## config.mk

```make
export PLATFORM = sky130hd
export DESIGN_NAME = aesl_deadlock_monitor_param_flat
export DESIGN_NICKNAME = d
export VERILOG_FILES = /design/src/rtl/aesl_deadlock_monitor_param_if.sv /design/src/rtl/aesl_deadlock_monitor_param.sv /design/src/flat_wrapper.sv
export SDC_FILE = /design/constraint.sdc
export NUM_CORES = 1
export LEC_CHECK = 0
export ABC_AREA = 0
export CORE_MARGIN = 2
export CORE_UTILIZATION = 53
export CTS_CLUSTER_SIZE = 12
export DETAILED_ROUTE_END_ITERATION = 7
export GPL_ROUTABILITY_DRIVEN = 1
export PLACE_DENSITY_LB_ADDON = 0.05
export SYNTH_ARGS = -nofsm -noshare
export SYNTH_HDL_FRONTEND = slang
export SYNTH_SLANG_ARGS = --single-unit
```

## constraint.sdc

```tcl
create_clock -name clock -period 2.6 [get_ports clock]
set_input_delay 0.52 -clock clock [delete_from_list [all_inputs] [get_ports clock]]
set_output_delay 0.52 -clock clock [all_outputs]
set_load 0.1 [all_outputs]
```

## src/rtl/aesl_deadlock_monitor_param_if.sv

```systemverilog
// ---------------------------------------------------------------------------
// aesl_deadlock_monitor_param_if
//
// Status bus between a deadlock monitor and whatever drives/observes it.
// All signals are level-sampled on the rising clock edge; there is no
// valid/ready handshake on this bus.  Every input is looked at on every
// cycle, and every output is a registered status value.
//
// Signals:
//   axis_block_sigs  per-channel AXIS blocked flags          (to monitor)
//   inst_idle_sigs   per-sub-instance idle flags             (to monitor)
//   inst_block_sigs  child monitor block outputs             (to monitor)
//   clear            synchronous clear of detection state    (to monitor)
//   block            deadlock detected                       (from monitor)
//   suspect          condition present, threshold pending    (from monitor)
//   block_src        {child, masked axis} sources at detection (from monitor)
//   block_cycle      cycle-counter value at detection        (from monitor)
//   state_dbg        FSM state: 0 idle, 1 suspect, 2 blocked (from monitor)
//
// Modports: master = environment / parent side, slave = monitor side.
// ---------------------------------------------------------------------------
interface aesl_deadlock_monitor_param_if #(
   parameter int NUM_AXIS = 8,
   parameter int NUM_IDLE = 5,
   parameter int NUM_SUB  = 1,
   parameter int CNT_W    = 16
);
   logic [NUM_AXIS-1:0]         axis_block_sigs;
   logic [NUM_IDLE-1:0]         inst_idle_sigs;
   logic [NUM_SUB-1:0]          inst_block_sigs;
   logic                        clear;
   logic                        block;
   logic                        suspect;
   logic [NUM_AXIS+NUM_SUB-1:0] block_src;
   logic [CNT_W-1:0]            block_cycle;
   logic [1:0]                  state_dbg;

   modport master (
      output axis_block_sigs, inst_idle_sigs, inst_block_sigs, clear,
      input  block, suspect, block_src, block_cycle, state_dbg
   );

   modport slave (
      input  axis_block_sigs, inst_idle_sigs, inst_block_sigs, clear,
      output block, suspect, block_src, block_cycle, state_dbg
   );
endinterface

```

## src/rtl/aesl_deadlock_monitor_param.sv

```systemverilog
// ---------------------------------------------------------------------------
// aesl_deadlock_monitor_param
//
// Persistence-filtered deadlock monitor for co-simulation.  Watches a masked
// subset of AXIS blocked flags plus the block outputs of child monitors and
// raises block only after the blocked condition has held for THRESH
// consecutive cycles.  At detection it records which sources were blocked
// and the free-running cycle count.  Monitors chain: a child's block feeds
// one bit of its parent's inst_block_sigs.
//
// Ports:
//   clock   rising-edge clock
//   reset   synchronous active-high reset
//   mon     status bus (slave modport), see aesl_deadlock_monitor_param_if
// ---------------------------------------------------------------------------
module aesl_deadlock_monitor_param #(
   parameter int                  NUM_AXIS  = 8,
   parameter logic [NUM_AXIS-1:0] AXIS_MASK = 8'b1100_0000,
   parameter int                  NUM_IDLE  = 5,
   parameter int                  NUM_SUB   = 1,
   parameter bit                  SUB_ALL   = 1'b0,
   parameter int                  THRESH    = 4,
   parameter bit                  STICKY    = 1'b0,
   parameter int                  CNT_W     = 16
) (
   input  logic                            clock,
   input  logic                            reset,
   aesl_deadlock_monitor_param_if.slave    mon
);

   localparam int RUN_W = $clog2(THRESH + 1);
   localparam int SRC_W = NUM_AXIS + NUM_SUB;
   // Run value that, with one more qualifying cycle, completes the threshold.
   localparam logic [RUN_W-1:0] RUN_LAST = RUN_W'(THRESH - 1);

   typedef enum logic [1:0] {
      ST_IDLE    = 2'd0,
      ST_SUSPECT = 2'd1,
      ST_BLOCKED = 2'd2
   } state_t;

   state_t             state, state_nxt;
   logic [RUN_W-1:0]   run, run_nxt;
   logic [CNT_W-1:0]   cyc;
   logic               block_q, suspect_q;
   logic [SRC_W-1:0]   src_q;
   logic [CNT_W-1:0]   cycle_q;

   logic               axis_term, sub_term, raw;
   logic [SRC_W-1:0]   src_now;
   logic               enter_blocked;

   // Blocked qualifier; an instance whose sub-instances are all idle cannot
   // be deadlocked, so the condition is suppressed in that case.
   always_comb begin
      axis_term = |(mon.axis_block_sigs & AXIS_MASK);
      sub_term  = SUB_ALL ? (&mon.inst_block_sigs) : (|mon.inst_block_sigs);
      raw       = (axis_term | sub_term) & ~(&mon.inst_idle_sigs);
      src_now   = {mon.inst_block_sigs, mon.axis_block_sigs & AXIS_MASK};
   end

   always_comb begin
      state_nxt = state;
      run_nxt   = run;
      case (state)
         ST_IDLE: begin
            if (raw) begin
               run_nxt   = RUN_W'(1);
               state_nxt = (THRESH == 1) ? ST_BLOCKED : ST_SUSPECT;
            end
         end
         ST_SUSPECT: begin
            if (raw) begin
               run_nxt = run + RUN_W'(1);
               if (run == RUN_LAST) state_nxt = ST_BLOCKED;
            end else begin
               // Any gap restarts the count from scratch.
               run_nxt   = '0;
               state_nxt = ST_IDLE;
            end
         end
         ST_BLOCKED: begin
            if (!STICKY && !raw) begin
               run_nxt   = '0;
               state_nxt = ST_IDLE;
            end
         end
         default: begin
            run_nxt   = '0;
            state_nxt = ST_IDLE;
         end
      endcase
      // clear overrides the qualifier; counting resumes on the next edge.
      if (mon.clear) begin
         run_nxt   = '0;
         state_nxt = ST_IDLE;
      end
      enter_blocked = (state_nxt == ST_BLOCKED) && (state != ST_BLOCKED);
   end

   always_ff @(posedge clock) begin
      if (reset) begin
         state     <= ST_IDLE;
         run       <= '0;
         cyc       <= '0;
         block_q   <= 1'b0;
         suspect_q <= 1'b0;
         src_q     <= '0;
         cycle_q   <= '0;
      end else begin
         // Timestamp saturates rather than wrapping so late detections are
         // never reported as early ones.
         if (cyc != {CNT_W{1'b1}}) cyc <= cyc + CNT_W'(1);
         state     <= state_nxt;
         run       <= run_nxt;
         block_q   <= (state_nxt == ST_BLOCKED);
         suspect_q <= (state_nxt == ST_SUSPECT);
         if (mon.clear) begin
            src_q   <= '0;
            cycle_q <= '0;
         end else if (enter_blocked) begin
            src_q   <= src_now;
            cycle_q <= cyc;
         end
      end
   end

   assign mon.block       = block_q;
   assign mon.suspect     = suspect_q;
   assign mon.block_src   = src_q;
   assign mon.block_cycle = cycle_q;
   assign mon.state_dbg   = state;

endmodule

```

## src/flat_wrapper.sv

```systemverilog
// flat-port wrapper written by rule: the top's interface ports become plain ports
module aesl_deadlock_monitor_param_flat 
#(
   parameter int                  NUM_AXIS  = 8,
   parameter logic [NUM_AXIS-1:0] AXIS_MASK = 8'b1100_0000,
   parameter int                  NUM_IDLE  = 5,
   parameter int                  NUM_SUB   = 1,
   parameter bit                  SUB_ALL   = 1'b0,
   parameter int                  THRESH    = 4,
   parameter bit                  STICKY    = 1'b0,
   parameter int                  CNT_W     = 16
)
  (clock, reset, mon_axis_block_sigs, mon_inst_idle_sigs, mon_inst_block_sigs, mon_clear, mon_block, mon_suspect, mon_block_src, mon_block_cycle, mon_state_dbg);
  aesl_deadlock_monitor_param_if #(.NUM_AXIS(NUM_AXIS), .NUM_IDLE(NUM_IDLE), .NUM_SUB(NUM_SUB), .CNT_W(CNT_W)) mon_i ();
  input  logic clock;
  input  logic reset;
  input wire logic [$bits(mon_i.axis_block_sigs)-1:0] mon_axis_block_sigs;
  input wire logic [$bits(mon_i.inst_idle_sigs)-1:0] mon_inst_idle_sigs;
  input wire logic [$bits(mon_i.inst_block_sigs)-1:0] mon_inst_block_sigs;
  input wire logic [$bits(mon_i.clear)-1:0] mon_clear;
  output wire logic [$bits(mon_i.block)-1:0] mon_block;
  output wire logic [$bits(mon_i.suspect)-1:0] mon_suspect;
  output wire logic [$bits(mon_i.block_src)-1:0] mon_block_src;
  output wire logic [$bits(mon_i.block_cycle)-1:0] mon_block_cycle;
  output wire logic [$bits(mon_i.state_dbg)-1:0] mon_state_dbg;
  assign mon_i.axis_block_sigs = mon_axis_block_sigs;
  assign mon_i.inst_idle_sigs = mon_inst_idle_sigs;
  assign mon_i.inst_block_sigs = mon_inst_block_sigs;
  assign mon_i.clear = mon_clear;
  assign mon_block = mon_i.block;
  assign mon_suspect = mon_i.suspect;
  assign mon_block_src = mon_i.block_src;
  assign mon_block_cycle = mon_i.block_cycle;
  assign mon_state_dbg = mon_i.state_dbg;
  aesl_deadlock_monitor_param #(.NUM_AXIS(NUM_AXIS), .AXIS_MASK(AXIS_MASK), .NUM_IDLE(NUM_IDLE), .NUM_SUB(NUM_SUB), .SUB_ALL(SUB_ALL), .THRESH(THRESH), .STICKY(STICKY), .CNT_W(CNT_W)) u_core (.clock(clock), .reset(reset), .mon(mon_i));
endmodule
```

**Word level (Yosys, flattened, before mapping)**

Cells that the tools add are included.

- Bits in registers: 42
- Latch bits: 0
- Memory bits (writable): 0
- Bits in read-only memories: 0
- Bits of input ports: 17
- Output and inout port bits: 29
- Word-level logic and storage cells: 37
- Memories kept: 0

- $add $sub $neg: 2
- Multipliers: 0
- Divide/modulo/power cells: 0
- $lt $le $gt $ge: 0
- Equality and inequality tests: 9
- Shifts and indexed selects: 0
- Muxes and demuxes: 10
- Bitwise operators: 3
- Reduce and logical (&&, ||, !) cells: 6

Operators with widths:

| operator | number |
|---|---|
| adder 16 x 1 -> 16 bit, second input constant | 1 |
| inequality test 16 bit, second input constant | 1 |
| two-way mux 2 bit | 5 |
| two-way mux 3 bit | 3 |
| case mux 3 bit (3 select lines) | 1 |
| case mux 2 bit (3 select lines) | 1 |
| AND reduction 5 bit | 1 |
| == test 2 x 1 -> 1 bit, second input constant | 2 |
| == test 2 bit, second input constant | 2 |
| inequality test 2 bit, second input constant | 2 |
| OR reduction 2 bit | 2 |
| adder 3 x 1 -> 3 bit, second input constant | 1 |
| == test 3 x 2 -> 1 bit, second input constant | 1 |
| zero test 2 bit | 1 |
| inequality test 2 x 1 -> 1 bit, second input constant | 1 |
| AND reduction 2 bit | 1 |
| AND 1 bit | 1 |
| logical AND 1 bit | 1 |
| NOT 1 bit | 1 |
| bitwise OR 1 bit | 1 |

**Longest topological paths before layout**

- Depth in word-level cells: 8
- Depth in mapped cells: 8
- Mapped depth without buffers: 6

**Worst setup path after synthesis**

OpenSTA, ideal clock, no wires.

- Path kind: register -> register
- Start: register u_core.state[0], in the netlist u_core.mon.state_dbg[0]
- End: register u_core.cycle_q[10], in the netlist u_core.mon.block_cycle[10]
- Library setup time: 0.128 ns
- Arrival time: 2.107 ns
- Required time: 2.472 ns
- Path slack: 0.366 ns
- Cell stages (with the launch flop): 7
- Path buffers: 2
- Period minus slack after synthesis: 2.234 ns
- Path through: dfxtp_1 -> nor4bb_1 -> o211a_1 -> buf_4 -> buf_4 -> mux2i_1 -> nor2_1

- Word-level cells in the longest chain between the ends: 6
- Elaborated cells between the ends (all ways): 12
- Those cells by class: eq/ne (4); mux (6); reduce/logical (2)

RTL lines:

| element | RTL line | source |
|---|---|---|
| from (decl) | aesl_deadlock_monitor_param.sv:42 | `state_t state, state_nxt;` |
| from (signal assigned) | aesl_deadlock_monitor_param.sv:114 | `state <= state_nxt;` |
| two-way mux 2 bit | aesl_deadlock_monitor_param.sv:75 | `if (run == RUN_LAST) state_nxt = ST_BLOCKED;` |
| two-way mux 2 bit | aesl_deadlock_monitor_param.sv:73 | `if (raw) begin` |
| case mux 2 bit (3 select lines) | aesl_deadlock_monitor_param.sv:65 | `case (state)` |
| two-way mux 2 bit | aesl_deadlock_monitor_param.sv:94 | `if (mon.clear) begin` |
| == test 2 bit | aesl_deadlock_monitor_param.sv:98 | `enter_blocked = (state_nxt == ST_BLOCKED) && (state != ST_BLOCKED);` |
| logical AND 1 bit (*) | aesl_deadlock_monitor_param.sv:98 |  |
| to (signal assigned) | aesl_deadlock_monitor_param.sv:123 | `cycle_q <= cyc;` |
| to (decl) | aesl_deadlock_monitor_param.sv:47 | `logic [CNT_W-1:0] cycle_q;` |

Every way passes the cells marked *; elsewhere a longest branch is shown, timed or not.
A chain may end at the register's enable or synchronous reset.

**Final worst setup path**

- Start: register u_core.cyc[0]
- End: register u_core.cyc[0]

- Word-level cells in the longest chain between the ends: 1
- Elaborated cells between the ends (all ways): 2
- Those cells by class: add/sub (1); eq/ne (1)

RTL lines:

| element | RTL line | source |
|---|---|---|
| from (decl) | aesl_deadlock_monitor_param.sv:44 | `logic [CNT_W-1:0] cyc;` |
| from (signal assigned) | aesl_deadlock_monitor_param.sv:113 | `if (cyc != {CNT_W{1'b1}}) cyc <= cyc + CNT_W'(1);` |
| adder 16 x 1 -> 16 bit or inequality test 16 bit (tied branches) | aesl_deadlock_monitor_param.sv:113 |  |

Several ways; a longest one is shown, not always the timed one.

==> results_dict.tcl <==
set metrics [dict create \
    layout.nets 266 \
    ys_types 46 \
    r2r_start "u_core.cyc[0]" \
    initial_utilization_pct 55.1 \
    die_y_um 65.5 \
    clock_sink_count 42 \
    fp.dieW_um 65.5 \
    syn_inst 218 \
    arrival_ns 2.39 \
    worstSetupStartpointType "flip-flop" \
    drc_errors 0 \
    drt-initial-drc-count 153 \
    grt_pass1_vias 1628 \
    ctsHoldBuffers 0 \
    powerDensity_nw_per_um2 543 \
    min_to "u_core.mon.block_cycle[14]" \
    setup_viol 0 \
    clk_latency_ns 0.29 \
    rsz0062_at_grt "false" \
    yosys_warnings 0 \
    stdcell_count 294 \
    drv_cap 0 \
    worst-path-max-fanout 8 \
    fin_setup_tns_ns 0 \
    finalHoldViolCount 0 \
    p_seq_share_pct 50.8 \
    synth-seq-cells 42 \
    hpwl_um 3100 \
    crit_start "u_core.cyc[0]" \
    htreeDepth 2 \
    first_pass_iters 4 \
    synth_area_per_cell_sq_um 9.18 \
    regArea_sq_um 841 \
    crit_chain "ha_1, inv_1, nor4_4, nand2_4, mux2_4" \
    antenna_cells 0 \
    placed_area_sq_um 2280 \
    synthFlopType "dfxtp_1" \
    hold_path_startpoint "u_core.mon.block_cycle[14]" \
    antenna_found_initial 0 \
    post-place-ws_ns 0.390 \
    viasPerCell 5.84 \
    ir_worst_vdd_uv 257 \
    ant_nets 0 \
    final_cell_area_sq_um 2390 \
    overflow 0 \
    area_delta_synth_final_pct 19.5 \
    place_inst 287 \
    p_clk_share_pct 40.4 \
    cts.clk_slew.worst_paths_ns 0.08 \
    cts_tree "done" \
    finalMaxSlewViolations 0 \
    p_int_mw 0.988 \
    tightest_slew_ns 0.632 \
    rr_endpoint "u_core.cyc[0]" \
    reg2regPathDepth 5 \
    async_flop_share_pct 0 \
    cts_resized 0 \
    worstPathRequired_ns 2.79 \
    multiInputGateArea_sq_um 1040 \
    die_area_sq_um 4290 \
    grt_first_pass_wirelength_um 7440 \
    seq_area_frac_synth_pct 42.0 \
    crit_path_end_kind "flip-flop" \
    p_switching_mw 0.311 \
    min_period_ns 2.20 \
    vias 1718 \
    relSlewSlack_pct 57.4 \
    cts-root-buf "clkbuf_8" \
    cts-buffers-inserted 5 \
    fin_crit_sh_pct 84.8 \
    hp-class "flip-flop to flip-flop" \
    fillers 307 \
    wl_um 4330 \
    clockBufferDepth 2 \
    run_status "completed" \
    combPwrFrac_pct 8.7 \
    coreArea_sq_um 3630 \
    num_io_pins 46 \
    synth.cell_area_sq_um 2000 \
    leakagePower_nw 0.864 \
    rows 22 \
    worstSetupPathType "flip-flop to flip-flop" \
    synth-edff-count 0 \
    p_sw_share_pct 23.9 \
    hold_depth 2 \
    wl_per_cell_um 14.7 \
    max_freq_mhz 454 \
    reg2reg_setup_slack_ns 0.40 \
    crit_slowest_cell "nor4_4" \
    cts_setup_buffers 0 \
    portBuffers 33 \
    drive_above_1_share_pct 17.5 \
    setup_ws_ns 0.396 \
    track_usage_pct 22.4 \
    cp_slowest_stage_delay_ns 0.62 \
    fin_worst_skew_ns 0.00448 \
    gp_congestion 0.811 \
    grt_start_max_net_pins 27 \
]
==> registers in the layout (all words and copies together) (netlist names) <==
signal	count
u_core.mon.block_src	3
u_core.cyc	16
u_core.mon.state_dbg	2
u_core.mon.block	1
u_core.run	3
u_core.mon.block_cycle	16
u_core.mon.suspect	1
==> cell usage after synthesis, drive strengths merged, types with 2 or more instances <==
| cell | instances | area [sq um] |
|---|---|---|
| and4 | 2 | 18.8 |
| or4 | 2 | 15.0 |
| nor2b | 4 | 25.0 |
| a211oi | 4 | 30.0 |
| nand3 | 7 | 35.0 |
| a31oi | 5 | 31.3 |
| and3 | 3 | 18.8 |
| or3 | 3 | 18.8 |
| nand2 | 15 | 63.8 |
| ha | 3 | 37.5 |
| nor4b | 4 | 35.0 |
| a21oi | 6 | 30.0 |
| clkbuf | 9 | 36.3 |
| nand4 | 3 | 33.8 |
| a311o | 3 | 30.0 |
| inv | 6 | 22.5 |
| o41ai | 3 | 26.3 |
| nor3 | 6 | 30.0 |
| or2 | 2 | 12.5 |
| nor2 | 29 | 111 |
| mux2i | 20 | 200 |
| nor4 | 5 | 46.3 |
| o21ai | 2 | 10.0 |
| buf | 12 | 80.1 |
| o311ai | 2 | 17.5 |
| mux2 | 2 | 26.3 |
| a311oi | 4 | 35.0 |
| dfxtp | 42 | 841 |
==> placed cells by master (no fill, tap or decap), types with 7 or more instances in the layout <==
cell type        instances
clkdlybuf4s50_1         10
buf_4                   26
nand2_1                 14
nand3_1                  7
dfxtp_1                 42
nor2_1                  28
mux2i_1                 20
==> routing by layer <==
layer / vias to the layer above / wire (um) / part of all wire (%) / GRT usage, %
li1: 847 / - / - / -
met1: 805 / 1910 / 44 / 27.3
met2: 57 / 2110 / 49 / 37.9
met3: 9 / 242 / 5.6 / 4.97
met4: 0 / 74 / 1.7 / 9.38
met5: - / 0 / 0 / 0
==> worst max-delay path: cells and delay by family (launching register included) <==
| family | cells | cell delay, ns |
|---|---|---|
| adders and majority gates | 1 | 0.35 |
| buffers and inverters | 1 | 0.20 |
| DFF | 1 | 0.47 |
| muxes | 1 | 0.32 |
| and+or+nand+nor | 2 | 0.75 |
==> cell families (layout without fill, tap and decap cells) <==
logic type / count (synthesis) / count (layout) / synth area share (%)
AOI/OAI and AO/OA: 34 / 34 / 12.7
adders and majority gates: 3 / 3 / 1.88
buffers and inverters: 27 / 50 / 6.94
DFF: 42 / 42 / 42.0
muxes: 22 / 22 / 11.3
other: 1 / 6 / 0.187
and+or+nand+nor: 89 / 89 / 25.0
==> final cells by class <==
| class | instances | share of cell area [%] |
|---|---|---|
| clock inverters | 1 | 1.26 |
| well taps | 48 | 2.51 |
| clock buffers | 6 | 3.45 |
| inverters | 6 | 0.941 |
| flip-flops and latches | 42 | 35.1 |
| multi-input cells | 154 | 43.5 |
| repair buffers | 37 | 13.2 |
==> stage by stage <==
| stage | utilization, % | hold slack (ns) | power [mW] |
|---|---|---|---|
| after floorplan | - | 0.497 | 0.766 |
| after global placement | 62.7 | 0.474 | 0.785 |
| after detailed placement | 62.7 | 0.490 | 0.788 |
| after CTS | 65.8 | 0.509 | 1.31 |
| after global routing | 65.8 | 0.528 | 1.34 |
| final | 65.8 | 0.500 | 1.30 |
==> worst max path at each step <==
stage	endpoint	slack [ns]	cells past startpoint
floorplan	u_core.mon.block_cycle[10]	0.37	6
global placement	u_core.mon.block_cycle[12]	0.40	6
detailed placement	u_core.mon.block_cycle[11]	0.39	6
CTS	u_core.cyc[0]	0.39	5
global route	u_core.cyc[0]	0.22	5
finish	u_core.cyc[0]	0.40	5
==> power groups by stage <==
stage / logic (mW) / registers, mW / clock network, mW
2_1_floorplan: 0.0818 / 0.684 / 0
3_3_place_gp: 0.110 / 0.675 / 0
3_5_place_dp: 0.112 / 0.676 / 0
4_1_cts: 0.113 / 0.660 / 0.535
5_1_grt: 0.121 / 0.662 / 0.558
6_report: 0.113 / 0.661 / 0.526
(Power assumes the default switching activity.)
